--- config.mk ---
export PLATFORM = sky130hd
export DESIGN_NAME = liteic_rr_arbiter
export DESIGN_NICKNAME = d
export VERILOG_FILES = /design/src/rtl/liteic_pkg.sv /design/src/rtl/liteic_priority_cd.sv /design/src/rtl/liteic_rr_arbiter.sv
export SDC_FILE = /design/constraint.sdc
export NUM_CORES = 1
export LEC_CHECK = 0
export BUFFER_PORTS_ARGS = -buffer_cell sky130_fd_sc_hd__buf_2
export CAP_MARGIN = 20
export CORE_MARGIN = 2
export CORE_UTILIZATION = 56
export DETAILED_ROUTE_END_ITERATION = 6
export PLACE_DENSITY = 0.79
export RECOVER_POWER = 25
export SLEW_MARGIN = 20
export SYNTH_ARGS = -nofsm -noshare
export SYNTH_HDL_FRONTEND = slang
export SYNTH_HIERARCHICAL = 1
export SYNTH_SLANG_ARGS = --single-unit
--- constraint.sdc ---
create_clock -name clk_i -period 4.59 [get_ports clk_i]
set_clock_uncertainty 0.1 [all_clocks]
set_input_delay 1.377 -clock clk_i [delete_from_list [all_inputs] [get_ports clk_i]]
set_output_delay 1.377 -clock clk_i [all_outputs]
set_load 0.03 [all_outputs]
--- src/rtl/liteic_pkg.sv ---
// Shared liteic definitions: arbiter state encoding and the round-robin request mask.
package liteic_pkg;

  localparam int unsigned LITEIC_MAX_MASTERS = 64;

  typedef enum logic {
    IDLE = 1'b0,
    BUSY = 1'b1
  } liteic_arb_state_e;

  // Bits strictly below the last granted index; callers truncate to their master count.
  function automatic logic [LITEIC_MAX_MASTERS-1:0] liteic_below_mask(input int unsigned idx);
    logic [LITEIC_MAX_MASTERS-1:0] one;
    one = LITEIC_MAX_MASTERS'(1);
    return (one << idx) - one;
  endfunction

endpackage

--- src/rtl/liteic_priority_cd.sv ---
// Priority coder: reports the highest set request bit as a one-hot vector and a binary index.
module liteic_priority_cd #(
  parameter int IN_WIDTH  = 4,
  parameter int OUT_WIDTH = $clog2(IN_WIDTH)
) (
  input  logic [IN_WIDTH-1:0]  req,
  output logic [IN_WIDTH-1:0]  onehot,
  output logic [OUT_WIDTH-1:0] out,
  output logic                 valid
);

  // Ascending scan so the last (highest) set bit overwrites any lower one.
  always_comb begin
    onehot = '0;
    out    = '0;
    valid  = 1'b0;
    for (int i = 0; i < IN_WIDTH; i++) begin
      if (req[i]) begin
        onehot    = '0;
        onehot[i] = 1'b1;
        out       = OUT_WIDTH'(i);
        valid     = 1'b1;
      end
    end
  end

endmodule

--- src/rtl/liteic_rr_arbiter.sv ---
// Round-robin arbiter for one liteic slave port; grant held until done_i or watchdog expiry.
module liteic_rr_arbiter
  import liteic_pkg::*;
#(
  parameter int NUM_MASTERS    = 20,
  parameter int IDX_WIDTH      = $clog2(NUM_MASTERS),
  parameter int TIMEOUT_CYCLES = 0,
  parameter int TO_WIDTH       = (TIMEOUT_CYCLES > 0) ? $clog2(TIMEOUT_CYCLES + 1) : 1
) (
  input  logic                   clk_i,
  input  logic                   rst_i,
  input  logic [NUM_MASTERS-1:0] req_i,
  input  logic                   done_i,
  output logic                   grant_valid_o,
  output logic [NUM_MASTERS-1:0] grant_onehot_o,
  output logic [IDX_WIDTH-1:0]   grant_idx_o,
  output logic                   timeout_o
);

  liteic_arb_state_e      state_q;
  logic [IDX_WIDTH-1:0]   last_q;
  logic [TO_WIDTH-1:0]    wd_cnt_q;

  logic [NUM_MASTERS-1:0] masked_req;
  logic [NUM_MASTERS-1:0] masked_onehot;
  logic [NUM_MASTERS-1:0] full_onehot;
  logic [IDX_WIDTH-1:0]   masked_idx;
  logic [IDX_WIDTH-1:0]   full_idx;
  logic                   masked_valid;
  logic                   full_valid;
  logic [NUM_MASTERS-1:0] win_onehot;
  logic [IDX_WIDTH-1:0]   win_idx;
  logic                   wd_expire;

  assign masked_req = req_i & NUM_MASTERS'(liteic_below_mask(32'(last_q)));

  liteic_priority_cd #(
    .IN_WIDTH  (NUM_MASTERS),
    .OUT_WIDTH (IDX_WIDTH)
  ) u_masked_cd (
    .req    (masked_req),
    .onehot (masked_onehot),
    .out    (masked_idx),
    .valid  (masked_valid)
  );

  liteic_priority_cd #(
    .IN_WIDTH  (NUM_MASTERS),
    .OUT_WIDTH (IDX_WIDTH)
  ) u_full_cd (
    .req    (req_i),
    .onehot (full_onehot),
    .out    (full_idx),
    .valid  (full_valid)
  );

  // Prefer masters below the last grant; otherwise wrap around to the highest requester.
  assign win_onehot = masked_valid ? masked_onehot : full_onehot;
  assign win_idx    = masked_valid ? masked_idx    : full_idx;

  assign wd_expire = (TIMEOUT_CYCLES > 0) && (wd_cnt_q == TO_WIDTH'(TIMEOUT_CYCLES - 1));

  always_ff @(posedge clk_i or posedge rst_i) begin
    if (rst_i) begin
      state_q        <= IDLE;
      last_q         <= '0;
      wd_cnt_q       <= '0;
      grant_valid_o  <= 1'b0;
      grant_onehot_o <= '0;
      grant_idx_o    <= '0;
      timeout_o      <= 1'b0;
    end else begin
      timeout_o <= 1'b0;
      case (state_q)
        IDLE: begin
          if (full_valid) begin
            grant_valid_o  <= 1'b1;
            grant_onehot_o <= win_onehot;
            grant_idx_o    <= win_idx;
            wd_cnt_q       <= '0;
            state_q        <= BUSY;
          end
        end
        BUSY: begin
          // A completion on the expiry cycle wins, so timeout_o only fires without done_i.
          if (done_i || wd_expire) begin
            grant_valid_o  <= 1'b0;
            grant_onehot_o <= '0;
            grant_idx_o    <= '0;
            last_q         <= grant_idx_o;
            timeout_o      <= ~done_i;
            state_q        <= IDLE;
          end else begin
            wd_cnt_q <= wd_cnt_q + 1'b1;
          end
        end
        default: state_q <= IDLE;
      endcase
    end
  end

  unused_full_onehot_check: assert property (@(posedge clk_i) disable iff (rst_i)
    grant_valid_o |-> (grant_onehot_o == (NUM_MASTERS'(1) << grant_idx_o)));

endmodule

After elaboration in Yosys (flattened, before gate mapping)
Cells that the tools add are included.

Register bits after elaboration: 33. Latch bits: 0. Memory bits (writable): 0. Memory bits (read-only): 0. Input port bits: 23. Word-level logic and storage cells: 149. Memories: 0.

Add/sub/neg operators: 1. Multiply operators: 0. Divide/modulo/power cells: 0. Order comparisons: 0. Equal/unequal tests: 2. Shift operators: 1. Muxes and demuxes: 134. Bitwise logic cells: 3. Reductions and logical operators: 2.

Operators by type and width (number): $mux 20 (5); $mux 4 (18); $mux 5 (13); $mux 1 (50); $pmux 20 s2 (1); $mux 19 (2); $mux 18 (2); $mux 17 (2); $mux 16 (2); $mux 15 (2); $mux 3 (10); $mux 14 (2); $mux 13 (2); $mux 12 (2); $mux 11 (2); $and 20x20->20 (1); $mux 10 (2); $shl 1x5->20 const A (1); $sub 20x1->20 const B (1); $mux 9 (2); $mux 8 (2); $mux 7 (2); $mux 2 (6); $mux 6 (2); other kinds (5) (9).

Depth between registers and ports, before layout
Gate-level depths: netlist of the first run.

Word-level depth: 26. Gate-level depth with buffers: 19.

Modules after synthesis
Netlist of the first run, hierarchy kept.

By module, submodules not included: liteic_rr_arbiter (times used 1, cells each 207, area an instance 1884.3 um^2, seq. area each 800.8 um^2); liteic_priority_cd (times used 2, cells each 63, area an instance 415.4 um^2, seq. area each 0.0 um^2).

Least setup slack after synthesis of the first run
No wires, ideal clock.

Path type: reg2reg. Start: register last_q[2]. End: register grant_onehot_o[12]. Arrival: 3.611 ns. Data required time: 4.356 ns. Path slack: 0.745 ns. Stages on the path, launching flop included: 18. Path buffers: 4. Cell sequence: dfrtp_1 > clkbuf_2 > or2_2 > nor3_1 > nand2_1 > ha_1 > or3_4 > a211o_1 > a21boi_1 > nor4_4 > and3_1 > buf_2 > and3b_1 > nand2b_1 > buf_2 > buf_2 > mux2i_1 > o21ai_0.

Elaborated cells between the ends (all ways): 34. Those cells by class: add/sub (1); shift (1); mux (31); bitwise (1).

RTL lines: start: declaration (line liteic_rr_arbiter.sv:21) `logic [IDX_WIDTH-1:0] last_q;`; start signal: assignment (line liteic_rr_arbiter.sv:90) `last_q <= grant_idx_o;`; $shl 1x5->20 (line liteic_pkg.sv:15) `return (one << idx) - one;`; $sub 20x1->20 (line liteic_pkg.sv:15); $and 20x20->20 (line liteic_rr_arbiter.sv:35) `assign masked_req = req_i & NUM_MASTERS'(liteic_below_mask(32'(last_q)));`; named net masked_req[14] (line liteic_rr_arbiter.sv:24) `logic [NUM_MASTERS-1:0] masked_req;`; $mux 1 (6 in a row) (line liteic_priority_cd.sv:18) `if (req[i]) begin`; named net masked_valid (line liteic_rr_arbiter.sv:29) `logic masked_valid;`; $mux 20 (line liteic_rr_arbiter.sv:58) `assign win_onehot = masked_valid ? masked_onehot : full_onehot;`; $mux 20 (line liteic_rr_arbiter.sv:76) `if (full_valid) begin`; $pmux 20 s2 (line liteic_rr_arbiter.sv:74) `case (state_q)`; end signal: assignment (line liteic_rr_arbiter.sv:78) `grant_onehot_o <= win_onehot;`; end: declaration (line liteic_rr_arbiter.sv:15) `output logic [NUM_MASTERS-1:0] grant_onehot_o,`.

The timed path passes the listed nets, and every way through them passes these cells. The select of a mux whose other input is x is not followed. A chain may end at the register's enable or synchronous reset.

Final worst setup path of the first run
Start: register last_q[3]. End: register grant_onehot_o[14].

Same word-level chain as after synthesis.

==> flow_metrics.env, run 1 <==
export IMPL_per_cell_via_count_in_the_routed_design=6.007
export IMPL_syn_avg_cell_area_um2=8.153
export IMPL_finalHoldViolations=0
export IMPL_drv_cap=1
export IMPL_n_fill_cell=430
export IMPL_asyncSetResetFlopFracSynth_pct=100.0
export IMPL_antenna_cells=0
export IMPL_drt_iter0_markers=186
export IMPL_worst_path_largest_cell_delay_ps=500
export IMPL_cts_hold_repair_buffers=0
export IMPL_routing_usage_on_met1_pct=37.04
export IMPL_grt_use_met3_pct=5.350
export IMPL_cp_num_buf_inv=1
export IMPL_status="finished with violations"
export IMPL_routed_via_count=2583
export IMPL_post_cts_repair_setup_buffers=0
export IMPL_grt_overflow_total=0
export IMPL_vdd_drop_max_uv=368.7
export IMPL_synth_seq_cells=32
export IMPL_setup_ws_ps=596.2
export IMPL_slew_limit_headroom_pct=-15.61
export IMPL_failed_checks="capacitance limit, slew limit"
export IMPL_layout_cells_non_filler=430
export IMPL_synthFlopType="dfrtp_1"
export IMPL_finalPower_mw=1.936
export IMPL_cp_top_family="simple AND/OR/NAND/NOR gates"
export IMPL_buffer_ports_inserted=48
export IMPL_groute_layer_met2_usage_pct=45.93
export IMPL_core_mm2=0.004692
export IMPL_worst_ep_arrival_time_ps=4070
export IMPL_drt_drc_violations_left=0
export IMPL_ys_warnings_count=6
export IMPL_clockRootBuffer="clkbuf_8"
export IMPL_cts_tree="built"
export IMPL_post_synth_top_area_cell="dfrtp_1"
export IMPL_maxClockFrequency_mhz=250.4
export IMPL_grt_pass1_vias=2470
export IMPL_pin_count_of_the_biggest_net_entering_global_routing=33
export IMPL_cts_buffers=5
export IMPL_dp_cells=422
export IMPL_dp_final_hpwl_um=5458
export IMPL_power_per_cell_area_mw_per_mm2=632.4
export IMPL_type_of_the_worst_setup_path="reg2reg"
export IMPL_grt_antenna_before_repair=0
export IMPL_ant_nets=0
export IMPL_global_route_peak_usage_layer="met2"
export IMPL_grt_total_usage_pct=28.49
export IMPL_layout_nets=399
export IMPL_grt_setup_unrepaired="no"
export IMPL_clock_latency_of_the_later_clocked_register_in_the_worst_skew_pair_ps=290
export IMPL_crit_chain="or2_2 -> nor3_1 -> nand2_1 -> ha_1 -> or3_4 -> a211o_1 -> a21boi_1 -> nor4_4 -> and3_1 -> and3b_1 -> nand2b_1 -> buf_4 -> mux2i_1 -> o21ai_0"
export IMPL_area_growth_pct=12.77
export IMPL_route_final_wire_length_um=6997
export IMPL_post_synth_inst_count=333
export IMPL_critical_path_slowest_cell="dfrtp_1"
export IMPL_crit_required_ps=4660
export IMPL_post_synth_instance_area_mm2=0.002715
export IMPL_io_pins=50
export IMPL_start_kind="flip-flop"
export IMPL_timing_setup_tns_ps=0
export IMPL_initial_utilization_pct=57.87
export IMPL_finalSetupViolations=0
export IMPL_die_height_um=73.63
export IMPL_yosys_area_top_type_share_pct=29.49
export IMPL_hold_path_class="reg2reg"
export IMPL_power_static_leakage_nw=1.575
export IMPL_die_w_um=73.63
export IMPL_drtPass1Iterations=5
export IMPL_htree_levels=2
export IMPL_report_final_slew_viol_count=33
export IMPL_cts_num_sinks=32
export IMPL_cells_resized_by_post_cts_repair=0
export IMPL_synth_area_leaders="dfrtp_1, mux2i_1, nand2_1, o21ai_0, and3_1"
export IMPL_grt_pass1_wl_um=11940
export IMPL_min_period_over_period_pct=87.01
export IMPL_post_route_cells_drive_above_1_share_pct=21.54
export IMPL_cts_buffer_depth=2
export IMPL_worst_setup_hold_path_clk_slew_ps=70
export IMPL_setup_worst_path_end_class="flip-flop"
export IMPL_sequential_to_total_area_share_from_yosys_stat_pct=29.49
export IMPL_critical_path_max_fanout=18
export IMPL_worstMarginPinSlew_ps=1734
export IMPL_gp_congestion=0.9442
export IMPL_row_count=25
export IMPL_die_area_mm2=0.005421
export IMPL_route_detailed_wl_per_inst_um=16.27
export IMPL_synth_distinct_cells=47
export IMPL_finalWorstPathRequiredPeriod_ps=3994
export IMPL_synth_enable_flop_cells=0
export IMPL_postSynthNetCount=357
export IMPL_dpl_worst_slack_ps=673.3
==> sequential cells by signal (all words and copies together), names as in the netlist <==
name / count
grant_onehot_o: 20
grant_idx_o: 5
last_q: 5
grant_valid_o: 1
state_q: 1
==> per-stage QoR <==
stage	utilization, %	hold WS, ps	area [um^2]
detailed placement	63.04	364.9	2958
CTS	65.33	379.6	3065
global placement	63.04	355.2	2958
global route	65.25	395.3	3062
floorplan	-	358.3	2715
finish	65.25	373.1	3062
==> cell usage after synthesis (all sizes together) (6+ instances only) <==
library cell  instances
buf                  16
clkbuf                6
nor4                 12
nor3b                 8
dfrtp                32
nand2                43
nor3                 12
nor2                 23
mux2i                26
o21ai                34
inv                  14
and2                 12
a21oi                10
nor2b                 9
and3                 15
==> power by group <==
group / switching [mW] / internal [mW] / leakage [nW] / total [mW]
registers: 0.0901 / 0.354 / 0.429 / 0.444
logic: 0.739 / 0.485 / 1.09 / 1.22
clock network: 0.108 / 0.161 / 0.0552 / 0.268
total: 0.937 / 0.999 / 1.58 / 1.94
==> cell families after synthesis <==
family,count (synthesis),synth area share (%)
other cells,1,0.1381
compound gates,73,16.68
simple gates,158,34.42
fa+ha+maj,1,0.4608
buf+inv,36,6.820
mux,31,11.66
xor+xnor,1,0.3226
flops,32,29.49
==> worst reg2reg max path, delay by kind of cell, from the launching register on <==
family                   cells  cell delay, ps
AO/OA/AOI/OAI                3             850
adder cells (fa/ha/maj)      1             210
buffers and inverters        1             300
flip-flops                   1             500
multiplexers                 1             270
AND/OR/NAND/NOR              8            1650
==> layout by cell type, fill, tap and decap left out, types with 3 or more instances in the layout <==
master    instances
and3_1           15
a31oi_1           3
a211o_1           3
a21oi_1          10
o21ai_0          28
or4_1             3
and2_1           12
o21a_1            4
mux2_2            5
dfrtp_1          32
o31a_1            5
nor3_1           10
nand3_1           5
buf_2            48
inv_1            14
nor2_1           23
nand2_1          43
a211oi_1          4
nand2b_1          5
mux2i_1          26
buf_4             8
o21ai_1           6
nor3b_1           8
clkbuf_8          5
nor4_4            4
nor4_1            6
nor2b_1           9
and4b_1           4
==> cell type report <==
type | count | area (um^2) | area share, %
repair buffers | 57 | 304.0 | 9.931
inverters | 14 | 52.55 | 1.716
flip-flops and latches | 32 | 800.8 | 26.15
clock buffers | 6 | 72.57 | 2.370
multi-input cells | 265 | 1729 | 56.48
clock inverters | 2 | 35.03 | 1.144
well taps | 54 | 67.56 | 2.207
==> path summary, 6_finish.rpt <==
kind,end,slack [ps],start,cells after the start
max,grant_onehot_o[14],600,last_q[3],14
min,grant_onehot_o[1],370,grant_onehot_o[1],2
max reg2reg,grant_onehot_o[14],600,last_q[3],14
min reg2reg,grant_onehot_o[1],370,grant_onehot_o[1],2
max in group asynchronous,last_q[3],1800,rst_i,3
min in group asynchronous,grant_idx_o[2],1580,rst_i,3
==> per-layer routing <==
layer / wire [um] / share of wire, %
met1: 3034 / 43
met3: 389 / 5.6
met5: 0 / 0
met4: 231 / 3.3
met2: 3342 / 48
No activity file was read; power rests on OpenSTA's default activity.
==> inputs of run 2 (changes only) <==
==> constraint.sdc (replaced) <==
create_clock -name clk_i -period 3.97 [get_ports clk_i]
set_clock_uncertainty 0.1 [all_clocks]
set_input_delay 1.191 -clock clk_i [delete_from_list [all_inputs] [get_ports clk_i]]
set_output_delay 1.191 -clock clk_i [all_outputs]
set_load 0.03 [all_outputs]
==> flow_metrics.env, run 2 (synthesis gave the netlist of run 1 again) <==
export IMPL_area_growth_pct=16.54
export IMPL_die_w_um=73.63
export IMPL_setup_worst_path_end_class="flip-flop"
export IMPL_grt_antenna_before_repair=0
export IMPL_path_common_cell="nand2_1"
export IMPL_buffer_ports_inserted=48
export IMPL_finalSetupViolations=0
export IMPL_htree_levels=2
export IMPL_die_height_um=73.63
export IMPL_drv_cap=1
export IMPL_n_fill_cell=391
export IMPL_post_route_cells_drive_above_1_share_pct=24.22
export IMPL_gp_congestion=0.9927
export IMPL_grt_setup_unrepaired="no"
export IMPL_route_detailed_wl_per_inst_um=16.29
export IMPL_dp_final_hpwl_um=5446
export IMPL_worst_hold_slack_ps=374.8
export IMPL_hold_ep="grant_onehot_o[1]"
export IMPL_failed_checks="capacitance limit, slew limit"
export IMPL_slew_limit_headroom_pct=-15.81
export IMPL_power_static_leakage_nw=1.629
export IMPL_rr_startpoint="last_q[0]"
export IMPL_drt_drc_violations_left=0
export IMPL_finalWorstPathRequiredPeriod_ps=3829
export IMPL_finalCoreUtilization_pct=67.44
export IMPL_clockRootBuffer="clkbuf_8"
export IMPL_drt_iter0_markers=151
export IMPL_pin_count_of_the_biggest_net_entering_global_routing=33
export IMPL_grt_pass1_vias=2447
export IMPL_registers_top_by_ff_count="grant_onehot_o"
export IMPL_timing_setup_tns_ps=0
export IMPL_grt_total_usage_pct=27.99
export IMPL_worstMarginPinSlew_ps=1737
export IMPL_route_final_wire_length_um=7133
export IMPL_post_cts_repair_setup_buffers=0
export IMPL_drtPass1Iterations=5
export IMPL_cts_num_sinks=32
export IMPL_min_delay_path_depth=2
export IMPL_start_kind="flip-flop"
export IMPL_cts_tree="built"
export IMPL_die_area_mm2=0.005421
export IMPL_per_cell_via_count_in_the_routed_design=5.918
export IMPL_mostFrequentLayoutCells="buf_2, nand2_1, dfrtp_1"
export IMPL_antenna_cells=0
export IMPL_routed_via_count=2592
export IMPL_crit_chain="nor2_1 -> nand2_1 -> ha_1 -> buf_4 -> nand2_1 -> nand2_1 -> nand3_1 -> a31oi_1 -> nor4_4 -> and3_1 -> and3b_1 -> nand2b_1 -> buf_12 -> mux2i_1 -> o21ai_0"
export IMPL_final_seq_area_um2=800.8
export IMPL_r2r_cells=15
export IMPL_maxClockFrequency_mhz=261.2
export IMPL_io_pins=50
export IMPL_cts_buffers=5
export IMPL_initial_utilization_pct=57.87
export IMPL_core_mm2=0.004692
export IMPL_worst_path_largest_cell_delay_ps=510
export IMPL_largest_reg_flops=20
export IMPL_worst_setup_hold_path_clk_slew_ps=80
export IMPL_timing_hold_worst_start="grant_onehot_o[1]"
export IMPL_worst_ep_arrival_time_ps=3890
export IMPL_setup_ws_ps=140.8
export IMPL_dpl_worst_slack_ps=152.7
export IMPL_vdd_drop_max_uv=513.2
export IMPL_layout_nets=407
export IMPL_type_of_the_worst_setup_path="reg2reg"
export IMPL_regToRegSetupSlack_ps=140
export IMPL_finalHoldViolations=0
export IMPL_critical_path_slowest_cell="dfrtp_1"
export IMPL_hold_path_class="reg2reg"
export IMPL_grt_overflow_total=0
export IMPL_report_final_slew_viol_count=33
export IMPL_regToRegEndpoint="grant_onehot_o[18]"
export IMPL_worst_setup_path_startpoint="last_q[0]"
export IMPL_critical_path_max_fanout=18
export IMPL_ant_nets=0
export IMPL_grt_pass1_wl_um=11640
export IMPL_crit_required_ps=4030
export IMPL_row_count=25
export IMPL_clock_latency_of_the_later_clocked_register_in_the_worst_skew_pair_ps=280
export IMPL_cts_buffer_depth=2
export IMPL_largest_registers="grant_onehot_o: 20 flops, grant_idx_o: 5 flops, last_q: 5 flops"
export IMPL_power_per_cell_area_mw_per_mm2=738.6
export IMPL_min_period_over_period_pct=96.45
export IMPL_mostFrequentLayoutCell="buf_2"
export IMPL_multi_input_comb_area_mm2=0.001743
export IMPL_status="finished with violations"
run 2: metal layers:
metal	routed length, um	share of wire [%]	track usage (%)	vias to the layer above
met2	3297	46	46.03	91
met4	220	3.1	11.72	0
met3	380	5.3	5.487	24
met5	0	0	0	-
met1	3235	45	35.73	1192
li1	-	-	-	1285
run 2: worst max-delay path, delay by kind of cell (launching register included):
kind / cells / cell delay, ps
DFF: 1 / 510
and+or+nand+nor: 9 / 1900
buffers and inverters: 2 / 390
muxes: 1 / 200
adders and majority gates: 1 / 340
AOI/OAI and AO/OA: 2 / 260
run 2: timing repair:
item | in CTS | in global routing
endpoints found under the setup margin | 0 | 25
resized for setup | 0 | 3
hold buffers | 0 | 0
run 2: worst max-delay path by stage:
stage          cells past startpoint            endpoint  slack, ps
6_report                          15  grant_onehot_o[18]        140
5_1_grt                           16   grant_onehot_o[2]          3
4_1_cts                           15  grant_onehot_o[18]        140
3_5_place_dp                      15  grant_onehot_o[18]        150
3_3_place_gp                      14      grant_idx_o[0]        270
2_1_floorplan                     17  grant_onehot_o[12]        120
run 2: per-stage QoR:
stage | cell area, um^2 | power (mW) | instances
after floorplan | 2715 | 1.610 | 333
after global placement | 3043 | 1.965 | 430
after detailed placement | 3043 | 1.983 | 430
after CTS | 3154 | 2.309 | 438
after global routing | 3164 | 2.506 | 438
final | 3164 | 2.337 | 438
run 2: power breakdown:
part	internal (mW)	switching [mW]	leakage, nW
sequential	0.409	0.0764	0.429
combinational	0.624	0.911	1.15
clock	0.186	0.130	0.0541
total	1.22	1.12	1.63
run 2: final cells by class:
cell class,count,share of cell area (%)
Inverter,14,1.661
Clock buffer,5,2.175
Sequential cell,32,25.31
Multi-Input combinational cell,265,55.08
Clock inverter,3,1.344
Timing Repair Buffer,65,12.30
Tap cell,54,2.135
